===== config.mk =====
export PLATFORM = sky130hd
export DESIGN_NAME = change_dispenser
export DESIGN_NICKNAME = d
export VERILOG_FILES = /design/src/rtl/vending_pkg.sv /design/src/rtl/coin_select.sv /design/src/rtl/change_dispenser.sv
export SDC_FILE = /design/constraint.sdc
export NUM_CORES = 1
export LEC_CHECK = 0
export ABC_AREA = 1
export CORE_UTILIZATION = 40
export CTS_CLUSTER_SIZE = 16
export DETAILED_ROUTE_END_ITERATION = 8
export GPL_ROUTABILITY_DRIVEN = 0
export MAX_ROUTING_LAYER = met4
export PLACE_DENSITY = 0.69
export SLEW_MARGIN = 10
export SYNTH_ARGS = -nofsm -noshare
export SYNTH_HDL_FRONTEND = slang
export SYNTH_SLANG_ARGS = --single-unit

===== constraint.sdc =====
create_clock -name clk -period 2.8 [get_ports clk]
set_input_delay 0.56 -clock clk [delete_from_list [all_inputs] [get_ports clk]]
set_output_delay 0.56 -clock clk [all_outputs]
set_load 0.02 [all_outputs]

===== src/rtl/vending_pkg.sv =====
// Shared constants and types for the change dispenser: coin values, amount width,
// FSM state encoding and the one-hot coin select bundle.
package vending_pkg;

  localparam int AMT_W = 5;

  localparam logic [AMT_W-1:0] COIN5  = AMT_W'(5);
  localparam logic [AMT_W-1:0] COIN10 = AMT_W'(10);
  localparam logic [AMT_W-1:0] COIN20 = AMT_W'(20);

  typedef enum logic [1:0] {
    IDLE,
    DISPENSE,
    DONE,
    FAULT
  } state_t;

  typedef struct packed {
    logic c20;
    logic c10;
    logic c5;
  } coin_sel_t;

  function automatic logic [AMT_W-1:0] coin_value(input coin_sel_t sel);
    if (sel.c20) return COIN20;
    if (sel.c10) return COIN10;
    if (sel.c5)  return COIN5;
    return '0;
  endfunction

endpackage


===== src/rtl/coin_select.sv =====
// Greedy coin picker: largest denomination that fits the amount owed and is in stock.
module coin_select
  import vending_pkg::*;
(
  input  logic [AMT_W-1:0] remaining_i,
  input  logic             has20_i,
  input  logic             has10_i,
  input  logic             has5_i,
  output coin_sel_t        sel_o,
  output logic             none_o
);

  // NOTE: every combinational output gets a default first, so no path leaves it unassigned and no latch is inferred.
  always_comb begin
    sel_o = '0;
    if (remaining_i >= COIN20 && has20_i)      sel_o.c20 = 1'b1;
    else if (remaining_i >= COIN10 && has10_i) sel_o.c10 = 1'b1;
    else if (remaining_i >= COIN5 && has5_i)   sel_o.c5  = 1'b1;
  end

  assign none_o = !(sel_o.c20 || sel_o.c10 || sel_o.c5);

endmodule


===== src/rtl/change_dispenser.sv =====
// Change dispenser: pays a loaded amount in 20/10/5 coins through a ready-handshaked
// hopper, tracking per-denomination stock and parking in FAULT until a refill.
module change_dispenser
  import vending_pkg::*;
#(
  parameter int STOCK_W    = 4,
  parameter int INIT_STOCK = 8
) (
  input  logic             clk,
  input  logic             rst,
  input  logic [AMT_W-1:0] change,
  input  logic             change_valid,
  input  logic             hopper_ready,
  input  logic             refill,
  output logic             coin20,
  output logic             coin10,
  output logic             coin5,
  output logic             busy,
  output logic             done,
  output logic             err_amt,
  output logic             fault,
  output logic [AMT_W-1:0] short_amt
);

  localparam logic [STOCK_W-1:0] STOCK_MAX  = '1;
  localparam logic [STOCK_W-1:0] STOCK_INIT = STOCK_W'(INIT_STOCK);
  localparam logic [STOCK_W-1:0] STOCK_ONE  = STOCK_W'(1);

  state_t             state_q, state_d;
  logic [AMT_W-1:0]   remaining_q, remaining_d;
  logic [STOCK_W-1:0] stock20_q, stock20_d, stock10_q, stock10_d, stock5_q, stock5_d;
  coin_sel_t          coin_q, coin_d, pick;
  logic               err_q, err_d;
  logic               none, coin_up, handshake;

  assign coin_up   = coin_q.c20 || coin_q.c10 || coin_q.c5;
  assign handshake = coin_up && hopper_ready;

  // Refill overrides a coincident handshake; the guards keep a stock from wrapping.
  always_comb begin
    stock20_d = stock20_q;
    stock10_d = stock10_q;
    stock5_d  = stock5_q;
    if (refill) begin
      stock20_d = STOCK_MAX;
      stock10_d = STOCK_MAX;
      stock5_d  = STOCK_MAX;
    end else if (handshake) begin
      if (coin_q.c20 && stock20_q != '0) stock20_d = stock20_q - STOCK_ONE;
      if (coin_q.c10 && stock10_q != '0) stock10_d = stock10_q - STOCK_ONE;
      if (coin_q.c5 && stock5_q != '0)   stock5_d  = stock5_q - STOCK_ONE;
    end
  end

  always_comb begin
    remaining_d = remaining_q;
    if (state_q == IDLE && change_valid && change != '0 && (change % COIN5) == '0)
      remaining_d = change;
    else if (state_q == DISPENSE && handshake)
      remaining_d = remaining_q - coin_value(coin_q);
  end

  // Picking from next-cycle amount and stock lets the coin register present the
  // following coin straight after a handshake.
  coin_select u_coin_select (
    .remaining_i (remaining_d),
    .has20_i     (stock20_d != '0),
    .has10_i     (stock10_d != '0),
    .has5_i      (stock5_d != '0),
    .sel_o       (pick),
    .none_o      (none)
  );

  always_comb begin
    state_d = state_q;
    coin_d  = '0;
    err_d   = 1'b0;
    unique case (state_q)
      IDLE: begin
        if (change_valid) begin
          if (change == '0) begin
            state_d = DONE;
          end else if ((change % COIN5) != '0) begin
            err_d = 1'b1;
          end else begin
            state_d = DISPENSE;
            coin_d  = pick;
          end
        end
      end
      DISPENSE: begin
        if (handshake || !coin_up) begin
          if (remaining_d == '0) state_d = DONE;
          else if (none)         state_d = FAULT;
          else                   coin_d  = pick;
        end else begin
          coin_d = coin_q;
        end
      end
      DONE: state_d = IDLE;
      FAULT: begin
        if (refill) begin
          state_d = DISPENSE;
          coin_d  = pick;
        end
      end
      default: state_d = IDLE;
    endcase
  end

  // NOTE: state registers use non-blocking assignments so every flop samples pre-edge values.
  always_ff @(posedge clk or posedge rst) begin
    if (rst) begin
      state_q     <= IDLE;
      remaining_q <= '0;
      stock20_q   <= STOCK_INIT;
      stock10_q   <= STOCK_INIT;
      stock5_q    <= STOCK_INIT;
      coin_q      <= '0;
      err_q       <= 1'b0;
    end else begin
      state_q     <= state_d;
      remaining_q <= remaining_d;
      stock20_q   <= stock20_d;
      stock10_q   <= stock10_d;
      stock5_q    <= stock5_d;
      coin_q      <= coin_d;
      err_q       <= err_d;
    end
  end

  assign coin20    = coin_q.c20;
  assign coin10    = coin_q.c10;
  assign coin5     = coin_q.c5;
  assign busy      = (state_q != IDLE);
  assign done      = (state_q == DONE);
  assign err_amt   = err_q;
  assign fault     = (state_q == FAULT);
  assign short_amt = fault ? remaining_q : '0;

endmodule

After elaboration in Yosys (flattened, before gate mapping)

Index checks and enable logic that the tools add are counted.
W data, S select, Z words.

Reduce and logical (&&, ||, !) cells: 31
Eq/ne operators: 8
Magnitude comparators: 3
Divide/modulo/power cells: 1
Add/sub/neg operators: 4
Multiplexer cells: 57

Operator list:

| kind                  | count |
|---|---|
| $mux W5               | 11 |
| $mux W4               | 9 |
| $reduce_bool A4 Y1    | 6 |
| $mux W3               | 7 |
| $mux W1               | 20 |
| $mux W2               | 8 |
| $logic_not A5 Y1      | 3 |
| $sub A4 B1 Y4 const B | 3 |
| $logic_and A1 B1 Y1   | 11 |
| $reduce_bool A5 Y1    | 2 |
| $pmux W3 S3           | 1 |
| $pmux W2 S4           | 1 |
| $ne A3 B3 Y1 const B  | 2 |
| $ge A5 B3 Y1 const B  | 1 |
| $ge A5 B4 Y1 const B  | 1 |
| $ge A5 B5 Y1 const B  | 1 |
| $logic_or A1 B1 Y1    | 5 |
| $mod A5 B3 Y5 const B | 1 |
| $reduce_and A5 Y1     | 1 |
| $sub A5 B5 Y5         | 1 |
| $eq A2 B2 Y1 const B  | 2 |
| $ne A2 B2 Y1 const B  | 2 |
| $eq A2 B1 Y1 const B  | 1 |
| $logic_not A2 Y1      | 1 |
| 3 further kinds       | 3 |

Word-level logic and storage cells: 113
Output and inout bits: 12
Register bits after elaboration: 23

Longest topological paths before layout

Gate-level depths: netlist of run 1.

Word-level depth: 32
Depth in mapped cells: 20

Modules after synthesis

A second synthesis of run 1 with hierarchy kept.

Cells, all modules: 253
Area total of the unflattened synthesis: 1742.9 µm²

By module, submodules not included:

| module           | area each (µm²) | sequential area each (µm²) | times used | cells each |
|---|---|---|---|---|
| change_dispenser | 1640.3          | 579.3                      | 1          | 233 |
| coin_select      | 102.6           | 0.0                        | 1          | 20 |

Worst setup path before layout of run 1

Ideal clock, no wire load.

Kind: register to register
Start: reg coin_q (netlist bit coin5)
End: reg state_q[0]
Stages on the path, launching flop included: 20
Arrival: 2.270 ns
Path slack: 0.413 ns
Cells stage by stage: dfrtp_1 > inv_1 > nor3_1 > ha_1 > inv_1 > fa_1 > nor2_1 > nor2_1 > o21ai_0 > nand2_1 > nand2_2 > nand2_1 > nor2_1 > nand2_1 > nand2_2 > inv_2 > nand2_2 > nand3_1 > nand2_1 > nand2_1

Cells in the longest elaborated chain, start to end: 21

Ends and longest elaborated chain:

| item                                          | line                                 | source |
|---|---|---|
| start: declaration                            | change_dispenser.sv:32               | `coin_sel_t coin_q, coin_d, pick;` |
| start signal: assignment                      | change_dispenser.sv:127              | `coin_q <= coin_d;` |
| $mux W1 (2 in a row)                          | vending_pkg.sv:27                    | `if (sel.c5) return COIN5;` |
| $mux W1                                       | vending_pkg.sv:26                    | `if (sel.c10) return COIN10;` |
| $mux W1                                       | change_dispenser.sv:59               | `else if (state_q == DISPENSE && handshake)` |
| $mux W1                                       | change_dispenser.sv:57               | `if (state_q == IDLE && change_valid && change != '0 && (change % COIN5) == '0)` |
| $mux W5                                       | vending_pkg.sv:28                    | `return '0;` |
| $mux W5                                       | vending_pkg.sv:27                    |  |
| $mux W5                                       | vending_pkg.sv:26                    |  |
| $mux W5                                       | change_dispenser.sv:59               |  |
| [4 not listed]                                | n/a                                  |  |
| $ge A5 B3 Y1 or $ge A5 B4 Y1 (tied branches)  | coin_select.sv:18, coin_select.sv:17 |  |
| $logic_and A1 B1 Y1, on equally long branches | coin_select.sv:18, coin_select.sv:17 |  |
| $mux W1, on equally long branches             | coin_select.sv:18, coin_select.sv:17 |  |
| $mux W1 or $mux W2 (tied branches)            | coin_select.sv:17, coin_select.sv:16 |  |
| $mux W2 or $logic_or A1 B1 Y1 (tied branches) | coin_select.sv:16, coin_select.sv:21 |  |
| $logic_or A1 B1 Y1                            | coin_select.sv:21                    | `assign none_o = !(sel_o.c20 \|\| sel_o.c10 \|\| sel_o.c5);` |
| $ne A3 B3 Y1 (no source line)                 | n/a                                  |  |
| $reduce_and A5 Y1 (no source line)            | n/a                                  |  |
| end signal: assignment                        | change_dispenser.sv:122              | `state_q <= state_d;` |
| end: declaration                              | change_dispenser.sv:29               | `state_t state_q, state_d;` |

Parallel ways exist; a longest one is shown, timed or not. The select of a mux whose other input is x is not followed.
A chain may end at the register's enable or synchronous reset.

Worst setup path after layout of run 1

Start: reg coin_q (netlist bit coin5)
End: reg state_q[0]

Cells in the longest elaborated chain, start to end: 21

Ends and longest elaborated chain:

| item                                          | line                                 | source |
|---|---|---|
| $mux W1 (2 in a row)                          | vending_pkg.sv:27                    |  |
| $mux W1                                       | vending_pkg.sv:26                    |  |
| $mux W1                                       | change_dispenser.sv:59               |  |
| $mux W1                                       | change_dispenser.sv:57               |  |
| $mux W5                                       | vending_pkg.sv:28                    |  |
| $mux W5                                       | vending_pkg.sv:27                    |  |
| $mux W5                                       | vending_pkg.sv:26                    |  |
| $mux W5                                       | change_dispenser.sv:59               |  |
| [4 not listed]                                | n/a                                  |  |
| via remaining_d[4]                            | change_dispenser.sv:30               | `logic [AMT_W-1:0] remaining_q, remaining_d;` |
| $ge A5 B3 Y1 or $ge A5 B4 Y1 (tied branches)  | coin_select.sv:18, coin_select.sv:17 |  |
| $logic_and A1 B1 Y1, on equally long branches | coin_select.sv:18, coin_select.sv:17 |  |
| $mux W1, on equally long branches             | coin_select.sv:18, coin_select.sv:17 |  |
| $mux W1 or $mux W2 (tied branches)            | coin_select.sv:17, coin_select.sv:16 |  |
| $mux W2 or $logic_or A1 B1 Y1 (tied branches) | coin_select.sv:16, coin_select.sv:21 |  |
| $logic_or A1 B1 Y1                            | coin_select.sv:21                    |  |
| $ne A3 B3 Y1 (no source line)                 | n/a                                  |  |
| $reduce_and A5 Y1 (no source line)            | n/a                                  |  |

The timed path passes the listed nets; every way through them passes the cells marked *. The select of a mux whose other input is x is not followed.

==> results of run 1 <==
critical path: cells and delay by family, from the launching register on:
kind,cells,cell delay [ns]
flops,1,0.41
buf+inv,2,0.16
simple gates,15,1.28
fa+ha+maj,2,0.58
worst min-delay path by stage:
stage,from,to,slack (ns),cells after the start
after floorplan,stock20_q[0]$_DFF_PP0_,stock20_q[0]$_DFF_PP0_,0.47,2
after global placement,stock20_q[0]$_DFF_PP0_,stock20_q[0]$_DFF_PP0_,0.50,2
after detailed placement,stock20_q[0]$_DFF_PP0_,stock20_q[0]$_DFF_PP0_,0.50,2
after CTS,stock20_q[0]$_DFF_PP0_,stock20_q[0]$_DFF_PP0_,0.53,2
after global routing,stock20_q[0]$_DFF_PP0_,stock20_q[0]$_DFF_PP0_,0.56,2
final,stock20_q[0]$_DFF_PP0_,stock20_q[0]$_DFF_PP0_,0.52,2
synth_stat cells:
cell | count | share of area (%)
nand3b_1 | 1 | 0.42
nor2_4 | 2 | 1.3
nor3_1 | 2 | 0.56
nor2_2 | 2 | 0.70
xor2_1 | 1 | 0.49
a21oi_2 | 1 | 0.49
or2_2 | 1 | 0.35
nor2_1 | 31 | 6.5
dfrtp_1 | 20 | 28
inv_2 | 11 | 2.3
nand2_2 | 15 | 5.2
o21ai_0 | 6 | 1.7
nand2_4 | 1 | 0.63
o21ai_2 | 1 | 0.49
nor2_8 | 1 | 1.1
nand4_1 | 4 | 1.4
nand3_1 | 31 | 8.7
nand2_1 | 58 | 12
ha_1 | 7 | 4.9
nand3_4 | 1 | 0.98
fa_1 | 1 | 1.1
o22ai_1 | 3 | 1.0
clkbuf_1 | 1 | 0.21
inv_1 | 43 | 9.0
a21oi_1 | 9 | 2.5
a221oi_1 | 1 | 0.49
nand3_2 | 5 | 2.8
o21ai_1 | 1 | 0.28
dfstp_2 | 3 | 4.4
kinds of logic after synthesis:
| kind of cell | count (synthesis) | share of synthesized area, % |
|---|---|---|
| AND/OR/NAND/NOR | 155 | 42.7 |
| buffers and inverters | 55 | 11.5 |
| flip-flops | 23 | 32.3 |
| AO/OA/AOI/OAI | 22 | 6.98 |
| adder cells (fa/ha/maj) | 8 | 6.00 |
| XOR/XNOR | 1 | 0.489 |
sequential cells by signal (all words and copies together) (netlist names):
name,count
coin5,1
err_amt,1
remaining_q,5
state_q,2
coin20,1
coin10,1
stock10_q,4
stock5_q,4
stock20_q,4
final cells by class:
class / count / area (µm²) / share of cell area, %
clock buffers: 3 / 41.3 / 1.94
repair buffers: 23 / 225 / 10.6
well taps: 50 / 62.6 / 2.95
flip-flops and latches: 23 / 579 / 27.3
clock inverters: 1 / 5.00 / 0.236
multi-input cells: 186 / 1010 / 47.4
inverters: 54 / 203 / 9.55
power groups by stage:
| stage | combinational [W] | sequential (W) | clock (W) |
|---|---|---|---|
| after detailed placement | 0.00108 | 0.000475 | 0 |
| after floorplan | 0.000784 | 0.000486 | 0 |
| after global placement | 0.00107 | 0.000474 | 0 |
| after global routing | 0.00122 | 0.000482 | 0.000229 |
| after CTS | 0.00109 | 0.000470 | 0.000221 |
| final | 0.00109 | 0.000469 | 0.000216 |
stage by stage:
step	power, W	setup slack, ns	utilization (%)
CTS	0.00178	0.289	51.2
finish	0.00177	0.294	51.2
floorplan	0.00127	0.413	-
detailed placement	0.00155	0.167	50.1
global route	0.00193	0.0303	51.2
global placement	0.00155	0.200	50.1
metal layers:
metal  wire length (µm)  global-route usage, %  part of all wire (%)  up-vias
met2               1800                   30.7                    47       36
met4                 46                   5.36                   1.2        0
met1               1830                   25.1                    48      756
met5                  0                      -                     0        -
met3                128                   1.97                   3.4        6
li1                   -                      -                     -      880
==> qor.yml, run 1 <==
outcome: "completed"
initial_core_util_pct: 43.3
fin_crit_ns: 2.51
yosys_warnings: 0
p_leak_nw: 1.11
finalClockSkew_ns: 0.00505
rsz0062_at_grt: "no"
drt-initial-drc-count: 75
hold_viol: 0
dr.pass1.iters: 4
worst_setup_path_start_kind: "register"
cts_buffers: 3
power.internal_w: 0.000924
max_slew.worst_pin.slew_ns: 0.565
cp_cell_sequence: "inv_1 > nor3_1 > ha_1 > inv_1 > fa_1 > nand3_1 > nand3_1 > nand2_1 > nand2_1 > nand3_2 > nand2_2 > nor2_4 > nand2_1 > nand2_1 > nand3_2 > nand2_2 > nand3_1 > nand2_1 > nand2_1"
port-buffer-count: 21
rows: 23
cts_tree: "done"
maxSlewViolCount: 0
antenna_found_initial: 0
wl_per_cell_um: 11.2
crit_path_top_delay_cell: "dfrtp_1"
die_w_um: 69.0
via_per_inst: 4.94
post-route-cell-area_mm2: 0.00212
syn_nets: 282
clock.fmax_ghz: 0.399
grt_pass1_vias: 1514
combPwrFrac_pct: 61.4
cpPeakStageDelay_ns: 0.41
gr-total-overflow: 0
cts-root-buf: "clkbuf_8"
drc: 0
antenna_left: 0
routed_wirelength_um: 3810
ios: 22
cts_hold_buffers: 0
vdd_drop_max_mv: 0.656
dieHeight_um: 69.0
grt_start_max_net_pins: 24
grt_use_total_pct: 19.0
powerDensity_mw_per_mm2: 836
htreeDepth: 1
rr_endpoint: "state_q[0]$_DFFE_PP0P_"
via_count: 1678
min_period_over_period_pct: 89.5
grt_pass1_wl_um: 6560
synthesis.area_mm2: 0.00179
cts.path.max_buffers: 2
hold_class: "register to register"
syn_to_final_growth_pct: 18.4
setup_tns_ns: 0
worstSetupPathType: "register to register"
critPathArrivalTime_ns: 2.68
cp_common_cell: "nand2_1"
crit_path_max_fanout: 4
rr_startpoint: "coin5$_DFFE_PP0P_"
worstSetupEndpoint: "state_q[0]$_DFFE_PP0P_"
end_kind: "register"
yosys.cell_types.count: 29
cp.required_ns: 2.97
yosysSeqAreaShare_pct: 32.3
hpwl_um: 3000
cp-startpoint: "coin5$_DFFE_PP0P_"
antenna_cells: 0
cts.sinks: 23
drive_gt1_share_pct: 17.2
synthCells: 264
power_switching_w: 0.000851
slew_headroom_pct: 62.3
post_dp_cell_area_mm2: 0.00208
synth_seq_cells: 23
cts_resized: 0
clk_pin_slew_worst_paths_ns: 0.09
final_cell_mix: "58 x nand2_1, 43 x inv_1, 31 x nor2_1, 31 x nand3_1, 21 x clkdlybuf4s50_1"
reg2regPathDepth: 19
n_fill_cell: 419
r2r_slack_ns: 0.29
final_common_cell: "nand2_1"
post_cts_buffers: 0
num-nets-final: 309
dieArea_mm2: 0.00475
clockPowerShare_pct: 12.2
swShare_pct: 48.0
final_cells: 340
hold-worst-slack_ns: 0.524
clk_latency_ns: 0.27
placed_cells: 336
maxCapViolations: 0
pwr-share-seq_pct: 26.4
setup_viol: 0
coreArea_mm2: 0.00414
syn_avg_cell_area_um2: 6.79
Power figures use the tool's default switching activity.
==> inputs of run 2 (changes only) <==
Settings changed: GPL_ROUTABILITY_DRIVEN 0 to unset, SLEW_MARGIN 10 to unset.
==> results of run 2 <==
Final layout, timing and power as in run 1 (identical DEF).
